**config.mk**
```make
export PLATFORM = sky130hd
export DESIGN_NAME = mmio_io_ctrl
export DESIGN_NICKNAME = d
export VERILOG_FILES = /design/src/rtl/mmio_io_ctrl.sv
export SDC_FILE = /design/constraint.sdc
export NUM_CORES = 1
export LEC_CHECK = 0
export CORE_UTILIZATION = 28
export CTS_BUF_LIST = sky130_fd_sc_hd__clkbuf_8 sky130_fd_sc_hd__clkbuf_16
export CTS_CLUSTER_DIAMETER = 100
export CTS_CLUSTER_SIZE = 20
export DETAILED_ROUTE_END_ITERATION = 10
export SKIP_CTS_REPAIR_TIMING = 1
export SYNTH_ARGS = -nofsm -noshare
export SYNTH_HDL_FRONTEND = slang
export SYNTH_SLANG_ARGS = --single-unit
```
**constraint.sdc**
```tcl
create_clock -name clock -period 2.3 [get_ports clock]
set_clock_uncertainty 0.1 [all_clocks]
set_input_delay 0.46 -clock clock [delete_from_list [all_inputs] [get_ports clock]]
set_output_delay 0.46 -clock clock [all_outputs]
set_load 0.02 [all_outputs]
```
**src/rtl/mmio_io_ctrl.sv**
```systemverilog
// Memory-mapped I/O peripheral for the sc_computer data bus: switch/key inputs with
// synchronisers, key debounce and sticky press flags, plus LED and 7-segment outputs.
module mmio_io_ctrl #(
    parameter int DEBOUNCE_CYCLES = 4,
    parameter int SYNC_STAGES     = 2
) (
    input  logic        clock,
    input  logic        resetn,
    input  logic [2:0]  addr,
    input  logic        we,
    input  logic        re,
    input  logic [31:0] wdata,
    output logic [31:0] rdata,
    input  logic [3:0]  KEY,
    input  logic [9:0]  SW,
    output logic [6:0]  SEG0,
    output logic [6:0]  SEG1,
    output logic [6:0]  SEG2,
    output logic [6:0]  SEG3,
    output logic [6:0]  SEG4,
    output logic [6:0]  SEG5,
    output logic [9:0]  LED
);

    // Bus strobes, no handshake: we commits wdata to addr on the rising edge; re never
    // stalls and only qualifies the clear-on-read of KEYEVT; rdata is valid combinationally.
    localparam logic [2:0] A_SW       = 3'd0;
    localparam logic [2:0] A_KEYLVL   = 3'd1;
    localparam logic [2:0] A_KEYEVT   = 3'd2;
    localparam logic [2:0] A_LEDR     = 3'd3;
    localparam logic [2:0] A_HEXVAL   = 3'd4;
    localparam logic [2:0] A_HEXBLANK = 3'd5;
    localparam logic [7:0] DB_LIMIT   = 8'(DEBOUNCE_CYCLES);
    localparam logic [6:0] SEG_ZERO   = 7'b1000000;

    logic [SYNC_STAGES-1:0][3:0] key_sync;
    logic [SYNC_STAGES-1:0][9:0] sw_sync;
    logic [3:0]      key_s;
    logic [9:0]      sw_s;
    logic [3:0]      key_lvl;
    logic [3:0]      key_lvl_nxt;
    logic [3:0]      key_rise;
    logic [3:0][7:0] db_cnt;
    logic [3:0][7:0] db_cnt_nxt;
    logic [3:0]      key_evt;
    logic [3:0]      evt_clr;
    logic [9:0]      ledr;
    logic [23:0]     hexval;
    logic [5:0]      hexblank;
    logic [5:0][6:0] seg_q;
    logic            unused_wdata;

    assign unused_wdata = &{1'b0, wdata[31:24]};

    // KEY is inverted before synchronising so everything downstream treats pressed as 1.
    always_ff @(posedge clock or negedge resetn) begin
        if (!resetn) begin
            key_sync <= '0;
            sw_sync  <= '0;
        end else begin
            key_sync[0] <= ~KEY;
            sw_sync[0]  <= SW;
            for (int i = 1; i < SYNC_STAGES; i++) begin
                key_sync[i] <= key_sync[i-1];
                sw_sync[i]  <= sw_sync[i-1];
            end
        end
    end

    assign key_s = key_sync[SYNC_STAGES-1];
    assign sw_s  = sw_sync[SYNC_STAGES-1];

    always_comb begin
        key_lvl_nxt = key_lvl;
        db_cnt_nxt  = db_cnt;
        key_rise    = '0;
        for (int k = 0; k < 4; k++) begin
            if (key_s[k] == key_lvl[k]) begin
                db_cnt_nxt[k] = '0;
            end else if (db_cnt[k] + 8'd1 == DB_LIMIT) begin
                key_lvl_nxt[k] = ~key_lvl[k];
                db_cnt_nxt[k]  = '0;
                key_rise[k]    = ~key_lvl[k];
            end else begin
                db_cnt_nxt[k] = db_cnt[k] + 8'd1;
            end
        end
    end

    // Read-clear wipes every flag, write-1-to-clear only the selected ones.
    always_comb begin
        evt_clr = '0;
        if (re && addr == A_KEYEVT) evt_clr = 4'hF;
        if (we && addr == A_KEYEVT) evt_clr = evt_clr | wdata[3:0];
    end

    always_ff @(posedge clock or negedge resetn) begin
        if (!resetn) begin
            key_lvl  <= '0;
            db_cnt   <= '0;
            key_evt  <= '0;
            ledr     <= '0;
            hexval   <= '0;
            hexblank <= '0;
        end else begin
            key_lvl <= key_lvl_nxt;
            db_cnt  <= db_cnt_nxt;
            key_evt <= (key_evt & ~evt_clr) | key_rise;
            if (we) begin
                case (addr)
                    A_LEDR:     ledr     <= wdata[9:0];
                    A_HEXVAL:   hexval   <= wdata[23:0];
                    A_HEXBLANK: hexblank <= wdata[5:0];
                    default: ;
                endcase
            end
        end
    end

    function automatic logic [6:0] hex7(input logic [3:0] n);
        case (n)
            4'h0:    hex7 = 7'b1000000;
            4'h1:    hex7 = 7'b1111001;
            4'h2:    hex7 = 7'b0100100;
            4'h3:    hex7 = 7'b0110000;
            4'h4:    hex7 = 7'b0011001;
            4'h5:    hex7 = 7'b0010010;
            4'h6:    hex7 = 7'b0000010;
            4'h7:    hex7 = 7'b1111000;
            4'h8:    hex7 = 7'b0000000;
            4'h9:    hex7 = 7'b0010000;
            4'hA:    hex7 = 7'b0001000;
            4'hB:    hex7 = 7'b0000011;
            4'hC:    hex7 = 7'b1000110;
            4'hD:    hex7 = 7'b0100001;
            4'hE:    hex7 = 7'b0000110;
            default: hex7 = 7'b0001110;
        endcase
    endfunction

    always_ff @(posedge clock or negedge resetn) begin
        if (!resetn) begin
            seg_q <= {6{SEG_ZERO}};
        end else begin
            for (int n = 0; n < 6; n++) begin
                seg_q[n] <= hexblank[n] ? 7'b1111111 : hex7(hexval[4*n +: 4]);
            end
        end
    end

    assign SEG0 = seg_q[0];
    assign SEG1 = seg_q[1];
    assign SEG2 = seg_q[2];
    assign SEG3 = seg_q[3];
    assign SEG4 = seg_q[4];
    assign SEG5 = seg_q[5];
    assign LED  = ledr;

    always_comb begin
        rdata = '0;
        case (addr)
            A_SW:       rdata[9:0]  = sw_s;
            A_KEYLVL:   rdata[3:0]  = key_lvl;
            A_KEYEVT:   rdata[3:0]  = key_evt;
            A_LEDR:     rdata[9:0]  = ledr;
            A_HEXVAL:   rdata[23:0] = hexval;
            A_HEXBLANK: rdata[5:0]  = hexblank;
            default: ;
        endcase
    end

endmodule

```
# == After elaboration in Yosys (flattened, before gate mapping) ==
# Memories as Yosys holds them, arrays and structs flattened.
# Index checks and enable logic that the tools add are counted.
# totals
register_bits,150
mem_count,6
elab_cells,96
output_inout_bits,84
rom_bits,672
# mem_list
name,depth,word_bits,read_ports,rd_ports_with_merged_regs,write_ports,line_no,text
(no name shown),16,7,1,0,0,121,case (n)
(no name shown),16,7,1,0,0,121,
(no name shown),16,7,1,0,0,121,
(no name shown),16,7,1,0,0,121,
(no name shown),16,7,1,0,0,121,
(no name shown),16,7,1,0,0,121,
# op_classes
reduce_logical,10
bitwise,13
muxes,28
eq_ne,13
addsub,4
# op_table
operator,count
two-way mux 8 bit,8
two-way mux 7 bit,6
"adder 8 x 1 -> 8 bit, second input constant",4
"equality test 8 x 3 -> 1 bit, second input constant",4
case mux 4 bit (6 select lines),1
two-way mux 14 bit,1
AND reduction 2 bit,7
case mux 4 bit (3 select lines),1
two-way mux 1 bit,8
two-way mux 4 bit,2
NOT 1 bit,8
NOT 4 bit,2
bitwise OR 4 bit,2
case mux 2 bit (4 select lines),1
"equality test 3 x 2 -> 1 bit, second input constant",2
"equality test 3 bit, second input constant",2
bitwise AND 4 bit,1
equality test 1 bit,4
"equality test 3 x 1 -> 1 bit, second input constant",1
logical NOT 3 bit,1
logical AND 1 bit,2

# == Depth between registers and ports, before layout ==
# Gate-level depths: netlist of run 1.
# depth
depth_word,8
depth_mapped,8
mapped_depth_nobuf,6

# == Worst setup path before layout of run 1 ==
# No wires, ideal clock.
# synth_path
path_kind,in2out
from,in addr[0]
to,out rdata[5]
arrival_ns,1.628
required_time_ns,1.740
path_slack_ns,0.112
path_stages,6
path_cell_list,buf_2 > buf_1 > nand2_1 > o21ai_0 > a22oi_1 > o21ai_0
# synth_between
elab_chain_cells,2
elab_cells_between_ends,5
cone_classes,eq/ne: 3; mux: 1; reduce/logical: 1
# synth_rtl
element,line_no,text
"start, declared",9,"input logic [2:0] addr,"
equality test 3 bit (tied with other cells),161,case (addr)
case mux 2 bit (4 select lines) *,161,
"end, declared",13,"output logic [31:0] rdata,"
# Mark *: on every way between the ends. The rest lies on a longest branch, timed or not.

# == Final worst setup path of run 1 ==
# layout_path
from,reg key_lvl[2]
to,out rdata[2]
# layout_between
elab_chain_cells,1
# layout_rtl
element,line_no,text
"start, declared",40,logic [3:0] key_lvl;
"start signal, assigned",106,key_lvl <= key_lvl_nxt;
case mux 4 bit (6 select lines),161,
# No other way between the ends.

==> results of run 1 <==
## worst max-delay path, delay by kind of cell, from the launching register on
family                 cells  cell delay [ns]
muxes                      1             0.49
buffers and inverters      1             0.17
DFF                        1             0.42
AOI/OAI and AO/OA          1             0.16
## report_power, final
part,total [mW],switching (mW),internal (mW),leakage (nW)
Clock,2.63,1.19,1.44,0.276
Sequential,3.56,0.353,3.21,1.82
Combinational,3.22,1.66,1.56,2.49
## final timing paths
check                      slack [ns]                endpoint  cells past startpoint
setup / recovery                 0.08                rdata[2]                      3
hold / removal                   0.25       sw_s[9]$_DFF_PN0_                      0
setup reg to reg                 0.10  key_lvl[0]$_DFFE_PN0P_                      6
hold reg to reg                  0.25       sw_s[9]$_DFF_PN0_                      0
max in group asynchronous        0.99    db_cnt[12]$_DFF_PN0_                      3
min in group asynchronous        0.42       SEG3[2]$_DFF_PN0_                      2
## cells in the final DEF (no fill, tap or decap), drive strengths merged, types with 15 or more instances in the layout
master,n
clkbuf,28
clkdlybuf4s50,92
dlymetal6s2s,15
inv,46
nor2,50
nand2,50
nor2b,17
o21ai,42
mux2i,18
xor2,16
nor3,26
nand3,15
buf,66
mux2,38
ha,44
a21oi,17
dfrtp,144
## area by class of cell
type                    count  area, µm²
clock buffers              18        439
clock inverters            14        115
fillers                  2563      16100
inverters                  38        143
multi-input cells         456       3330
flip-flops and latches    150       3760
well taps                 335        419
repair buffers            184       1710
## layer usage
| metal | vias to the layer above | global-route usage |
|---|---|---|
| li1 | 2663 | - |
| met1 | 2620 | 0.189 |
| met2 | 128 | 0.214 |
| met3 | 15 | 0.0352 |
| met4 | 2 | 0.0350 |
| met5 | - | 0 |
## state kept, by name, indices dropped and copies added, names as in the netlist
name      cells
db_cnt       32
key_s         4
key_evt       4
SEG1          7
SEG5          7
SEG3          7
SEG2          7
sw_sync      10
sw_s         10
SEG0          7
hexblank      6
hexval       24
LED          10
SEG4          7
key_sync      4
key_lvl       4
## cells by family (layout without fill, tap and decap cells)
kind of cell,count (synthesis),after routing,share of synthesized area
multiplexers,61,61,0.0985
adder cells (fa/ha/maj),44,44,0.0745
XOR/XNOR,28,28,0.0332
AO/OA/AOI/OAI,119,119,0.106
AND/OR/NAND/NOR,196,196,0.130
other,1,8,0.000507
buffers and inverters,81,254,0.0484
flip-flops,150,150,0.509
## stage by stage
stage / util / std cells / total power, mW / setup WS [ns] / TNS, ns
3_5_place_dp: 0.359 / 1161 / 6.86 / -0.743 / -22.12
6_report: 0.382 / 1195 / 9.41 / 0.0771 / 0
5_1_grt: 0.382 / 1195 / 10.0 / -0.00541 / -0.00541
4_1_cts: 0.381 / 1193 / 9.55 / -0.743 / -15.83
2_1_floorplan: - / 687 / 5.42 / 0.112 / 0
3_3_place_gp: 0.359 / 1161 / 6.82 / -0.736 / -21.19
==> flow_summary.json, run 1 <==
{
  "outcome": "finished clean",
  "layout-drive-gt1-share": 0.209,
  "placed_cell_area_um2": 9340,
  "area_growth_pct": 34.2,
  "crit_path_cell_trace": "mux4_2 > o2bb2ai_2 > buf_2",
  "async_flop_share": 1.00,
  "grt_start_max_net_pins": 60,
  "final_nets": 944,
  "vias": 5428,
  "initial_core_util": 0.285,
  "p_per_area_nw_per_um2": 949,
  "root_buffer": "clkbuf_16",
  "cts_sinks": 150,
  "grtUsageTotal": 0.137,
  "final_max_slew_viol_count": 0,
  "path_clk_slew_ns": 0.07,
  "io_pins": 137,
  "synth-seq-area-share": 0.509,
  "ys_ff_latch": 150,
  "layout_min_cycle_time_ns": 2.22,
  "setup_viol": 0,
  "dp_hpwl_mm": 13.1,
  "die-area_um2": 27100,
  "numCtsBuffers": 17,
  "gp_congestion": 0.811,
  "r2r_start": "db_cnt[1]$_DFF_PN0_",
  "crit_start": "key_lvl[2]$_DFFE_PN0P_",
  "antenna_found_initial": 1,
  "yosysTopAreaCell": "dfrtp_1",
  "die_w_um": 164,
  "viasPerCell": 4.54,
  "antenna_left": 0,
  "met1_length_mm": 8.55,
  "worstHoldStart": "sw_sync[9]$_DFF_PN0_",
  "critical_path_peak_fanout": 4,
  "ys.warnings.count": 0,
  "synthCells": 680,
  "tightest_slew_ns": 0.700,
  "wl_per_cell_um": 14.8,
  "avgSynthCellArea_um2": 10.9,
  "synthFlopType": "dfrtp_1",
  "fin_crit_sh": 0.966,
  "relSlewSlack": 0.530,
  "cts_max_path_buffers": 2,
  "hold_slack_ns": 0.249,
  "p_leak_nw": 4.59,
  "ir_drop_mv": 0.393,
  "cts-htree-levels": 4,
  "dr.pass1.iters": 6,
  "cts_tree": "built",
  "crit_slowest_cell": "mux4_2",
  "cp-start-kind": "flip-flop",
  "synth-edff-count": 0,
  "critPathKind": "flip-flop to output pin",
  "maxCapViolCount": 0,
  "fp-row-count": 59,
  "top_layer_used": "met5",
  "critPathMaxStageDelay_ns": 0.49,
  "design_area_um2": 9920,
  "worstSkewPairLatency_ns": 0.42,
  "first_global_vias": 5498,
  "port-buffer-count": 120,
  "hp-class": "flip-flop to flip-flop",
  "overflow": 0,
  "wirelength_mm": 17.7,
  "yosysTopAreaCellShare": 0.487,
  "hold_violations": 0,
  "diodes": 0,
  "max_freq_ghz": 0.450,
  "yosysMostFrequentCell": "dfrtp_1",
  "synth_cell_types": 52,
  "die_h_um": 164,
  "drtIter0Drc": 252,
  "required_ns": 1.74,
  "synthTopCellsByArea": "dfrtp_1 (49%), ha_1 (7.4%), mux2_2 (5.5%)",
  "synth_area_um2": 7390,
  "end_kind": "output pin",
  "yosys-top-cells-count": "dfrtp_1 (144), nand2_1 (50), nor2_1 (49)",
  "cp.arrival_ns": 1.66,
  "wl_met3_um": 879,
  "core_um2": 26000,
  "wl_met2_mm": 8.09,
  "drc_errors": 0,
  "grt_pass1_wl_mm": 28.5
}
Power figures use the tool's default switching activity.
==> inputs of run 2 (changes only) <==
- SKIP_LAST_GASP: default -> 1
==> results of run 2 <==
The final DEF is identical to that of run 1; final timing and power are the same.
==> inputs of run 3 (changes only) <==
- SLEW_MARGIN: default -> 5
==> results of run 3 <==
The final DEF is identical to that of run 1; final timing and power are the same.
==> edit 1, RTL diff (flow settings as in run 2) <==
`SYNC_STAGES`: 2 -> 4.
--- a/src/rtl/mmio_io_ctrl.sv
+++ b/src/rtl/mmio_io_ctrl.sv
@@ -2,7 +2,7 @@
 // synchronisers, key debounce and sticky press flags, plus LED and 7-segment outputs.
 module mmio_io_ctrl #(
     parameter int DEBOUNCE_CYCLES = 4,
-    parameter int SYNC_STAGES     = 2
+    parameter int SYNC_STAGES     = 4
 ) (
     input  logic        clock,
     input  logic        resetn,
Formal check against the unedited RTL: not equivalent (a bounded check fails within 4 cycles, from zero or initial values and one cycle with resetn low).
==> edit 1 against run 2 <==
  * Routed wire length about the same
  * Total power up 9.1%
  * First-iteration DRC count is 20% higher
  * Sequential share of layout area grew 3.8 points
  * Register-to-register slack better by 40 ps
  * Maximum frequency up 0.16%
  * Utilization down 0.077 points
  * Setup slack better by 3.5 ps
  * Combinational power is essentially flat
  * Sequential cell count up 28
  * Area after synthesis grew 9.5%
  * Final area grew 7.9%
  * Clock power up 11%
  * Global-route usage down 0.93 points
  * Largest power group unchanged
  * Highest routed layer unchanged
==> edit 1: results (changes against run 2) <==
outcome -> finished, final reports clean (unchanged)
Post-Route WL -> 17.75 mm (was 17.74 mm)
Crit-path slowest cell -> mux4_2 (unchanged)
Final HPWL DP -> 13.26 mm (was 13.11 mm)
Pleak -> 4.994 nW (was 4.594 nW)
clk_lat worst skew -> 430 ps
global-route wire length before repair -> 29.04 mm (was 28.50 mm)
Worst EP arrival -> 1660 ps (about the same)
post-synthesis mux area share -> 8.997% (was 9.849%)
P_seq -> 4.13 mW (was 3.56 mW)
clock-pin slew on the worst setup and hold paths -> 80 ps
RePlAce Congestion -> 0.7828 (was 0.8110)
Pre-antenna DRT Iters -> 4 (was 6)
area post-placement -> 10,050 um^2 (was 9341 um^2)
share of cells above drive strength 1 -> 19.12% (was 20.93%)
Met2 Wirelength -> 8.382 mm (was 8.085 mm)
WL/cell -> 14.05 um (was 14.84 um)
initial antenna violation count -> 4 (was 1)
Switching Fraction -> 33.85% (was 34.03%)
DRT iter0 DRCs -> 302 (was 252)
Worst-Margin Slew -> 674.0 ps (was 700.0 ps)
clock group power -> 2.92 mW (was 2.63 mW)
xor/xnor share of the synthesized area -> 3.030% (was 3.317%)
maximum fanout along the worst path -> 4 (unchanged)
post-synthesis adder-cell area fraction -> 6.802% (was 7.446%)
nets -> 968 (was 944)
biggest regs -> db_cnt (32), sw_sync (30), hexval (24) (was db_cnt (32), hexval (24))
peak supply drop -> 364.9 uV (was 392.6 uV)
Inst Count DP -> 1,228 (was 1,161)
met3 WL -> 899 um (was 879 um)
total CTS buffers -> 17 (unchanged)
total track usage -> 12.81% (was 13.74%)
Vias -> 5,513 (was 5,428)
post-synthesis compound-gate area fraction -> 9.708% (was 10.63%)
Syn Area/Cell -> 11.43 um^2 (was 10.87 um^2)
top cells by count, synth -> dfrtp_1, nand2_1, nor2_1 (unchanged)
YS warnings -> 0 (unchanged)
largest net degree at the start of global routing -> 60 (unchanged)
vias in the first global route -> 5,561 (was 5,498)
Routed met1 length -> 8.040 mm (was 8.553 mm)
Max Root-Sink Buffers -> 2 (unchanged)
core footprint -> 28,090 um^2 (was 25,980 um^2)
Synth area leaders -> dfrtp_1, ha_1, mux2_2 (unchanged)
Top Family by Delay on Critical Path -> multiplexers (unchanged)
ys flop type -> dfrtp_1 (unchanged)
I/O Buffers -> 120 (unchanged)
Top Metal Used -> met5 (unchanged)
post-synthesis sequential area ratio -> 55.12% (was 50.87%)
Post-synth ARST share -> 100.0% (unchanged)
H-tree lvl count -> 4 (unchanged)
Distinct cells, synth -> 52 (unchanged)
Post-Place Setup Slack -> -731.6 ps (was -743.2 ps)
CTS root buffer -> clkbuf_16 (unchanged)
crit-path max cell delay -> 470 ps (was 490 ps)
Hold WC Path Type -> flip-flop to flip-flop (unchanged)
Clock Power Share -> 28.4% (was 27.9%)
==> edit 1: worst paths after layout <==
| check | from | endpoint | slack, ps | cells after the start |
|---|---|---|---|---|
| worst max-delay path | key_lvl[3] | rdata[3] | 80 | 3 |
| worst min-delay path | sw_sync[22] | sw_s[2] | 250 | 0 |
| worst max register to register | db_cnt[1] | key_lvl[0] | 140 | 6 |
| worst min register to register | sw_sync[22] | sw_s[2] | 250 | 0 |
| max in group asynchronous | resetn | SEG2[6] | 1070 | 3 |
| min in group asynchronous | resetn | SEG0[4] | 370 | 2 |
==> edit 1: per-layer routing <==
metal  GRT usage [%]  vias up
met4           5.348        6
met3           3.136       24
met2           20.81      125
met1           16.22     2610
met5               0        -
li1                -     2748
==> edit 1: layout make-up <==
cell class                      instances  area, um^2
Inverter                               38       142.6
Antenna cell                            1       2.502
Clock inverter                         15       181.4
Multi-Input combinational cell        456        3303
Tap cell                              378       473.0
Sequential cell                       178        4463
Fill cell                            2823       17390
Timing Repair Buffer                  180        1708
Clock buffer                           17       425.4
==> edit 2, RTL diff (flow settings as in run 2) <==
Without the edit above. Take the reset off `key_lvl` and `key_evt` and load them in a clocked block of their own.
--- a/src/rtl/mmio_io_ctrl.sv
+++ b/src/rtl/mmio_io_ctrl.sv
@@ -96,16 +96,12 @@
 
     always_ff @(posedge clock or negedge resetn) begin
         if (!resetn) begin
-            key_lvl  <= '0;
             db_cnt   <= '0;
-            key_evt  <= '0;
             ledr     <= '0;
             hexval   <= '0;
             hexblank <= '0;
         end else begin
-            key_lvl <= key_lvl_nxt;
             db_cnt  <= db_cnt_nxt;
-            key_evt <= (key_evt & ~evt_clr) | key_rise;
             if (we) begin
                 case (addr)
                     A_LEDR:     ledr     <= wdata[9:0];
@@ -115,6 +111,11 @@
                 endcase
             end
         end
+    end
+
+    always_ff @(posedge clock) begin
+        key_lvl <= key_lvl_nxt;
+        key_evt <= (key_evt & ~evt_clr) | key_rise;
     end
 
     function automatic logic [6:0] hex7(input logic [3:0] n);
Check against the original RTL: not equivalent (a bounded check fails within 10 cycles, from zero or initial values and one cycle with resetn low; the reset may be asserted at any time).
==> edit 2 against run 2 <==
  * Critical path depth stayed put
  * Setup slack improved by 13 ps
  * Routed wire length grew 0.84%
  * Combinational power fell by 12%
  * Final area about the same
  * Area after synthesis down 0.36%
  * Sequential cell count is the same
  * Total power is 4.1% lower
  * Largest cell class unchanged
==> edit 2: results (changes against run 2) <==
outcome -> finished, final reports clean (unchanged)
RePlAce Congestion -> 0.7955 (was 0.8110)
crit-path max cell delay -> 430 ps (was 490 ps)
WHS -> 248.5 ps (was 248.9 ps)
Switching Fraction -> 31.74% (was 34.03%)
met3 GRT Util -> 4.318% (was 3.516%)
met1 Track Usage GR -> 18.39% (was 18.88%)
Crit-path slowest cell -> edfxtp_1 (was mux4_2)
top cells by count, synth -> dfrtp_1, nor2_1, nand2_1 (was dfrtp_1, nand2_1, nor2_1)
reg2reg start -> hexval[20] (was db_cnt[1])
GR Util met2 -> 21.35% (was 21.44%)
initial antenna violation count -> 0 (was 1)
crit path to -> rdata[1] (was rdata[2])
crit path from -> key_lvl[1] (was key_lvl[2])
count of flip-flops with a built-in enable after synthesis -> 4 (was 0)
post-synthesis sequential area ratio -> 51.05% (was 50.87%)
Post-Place Setup Slack -> -662.5 ps (was -743.2 ps)
Met2 Wirelength -> 8.172 mm (was 8.085 mm)
Distinct cells, synth -> 58 (was 52)
Pleak -> 4.658 nW (was 4.594 nW)
Top Family by Delay on Critical Path -> flip-flops (was multiplexers)
Top Metal Used -> met4 (was met5)
Logic power comb -> 2.84 mW (was 3.22 mW)
worst hold path endpoint -> sw_s[6] (was sw_s[9])
Inst Count DP -> 1,166 (was 1,161)
Final HPWL DP -> 13.39 mm (was 13.11 mm)
## edit 2: cell count changes after synthesis, moves of 8 or more
cell	delta
inv_1	-11
dfrtp_1	-8
mux2_2	-8
nor2_1	+21
o21ai_0	+11
nor3_1	-15
## edit 2: kinds of logic (layout without fill, tap and decap cells)
kind of cell / count (synthesis) / count (layout) / synth area share, %
other: 1 / 9 / 0.05090
XOR/XNOR: 27 / 27 / 3.210
multiplexers: 45 / 45 / 7.201
AND/OR/NAND/NOR: 211 / 211 / 13.98
adder cells (fa/ha/maj): 43 / 43 / 7.303
flip-flops: 150 / 150 / 51.05
AO/OA/AOI/OAI: 142 / 142 / 12.57
buffers and inverters: 75 / 238 / 4.636
## edit 2: final cells by class
cell class              instances  area (um^2)
inverters                      27        101.3
clock buffers                  18        450.4
multi-input cells             476         3293
fillers                      2496        16000
repair buffers                179         1729
well taps                     335        419.2
clock inverters                14        152.6
diodes                          1        2.502
flip-flops and latches        150         3761
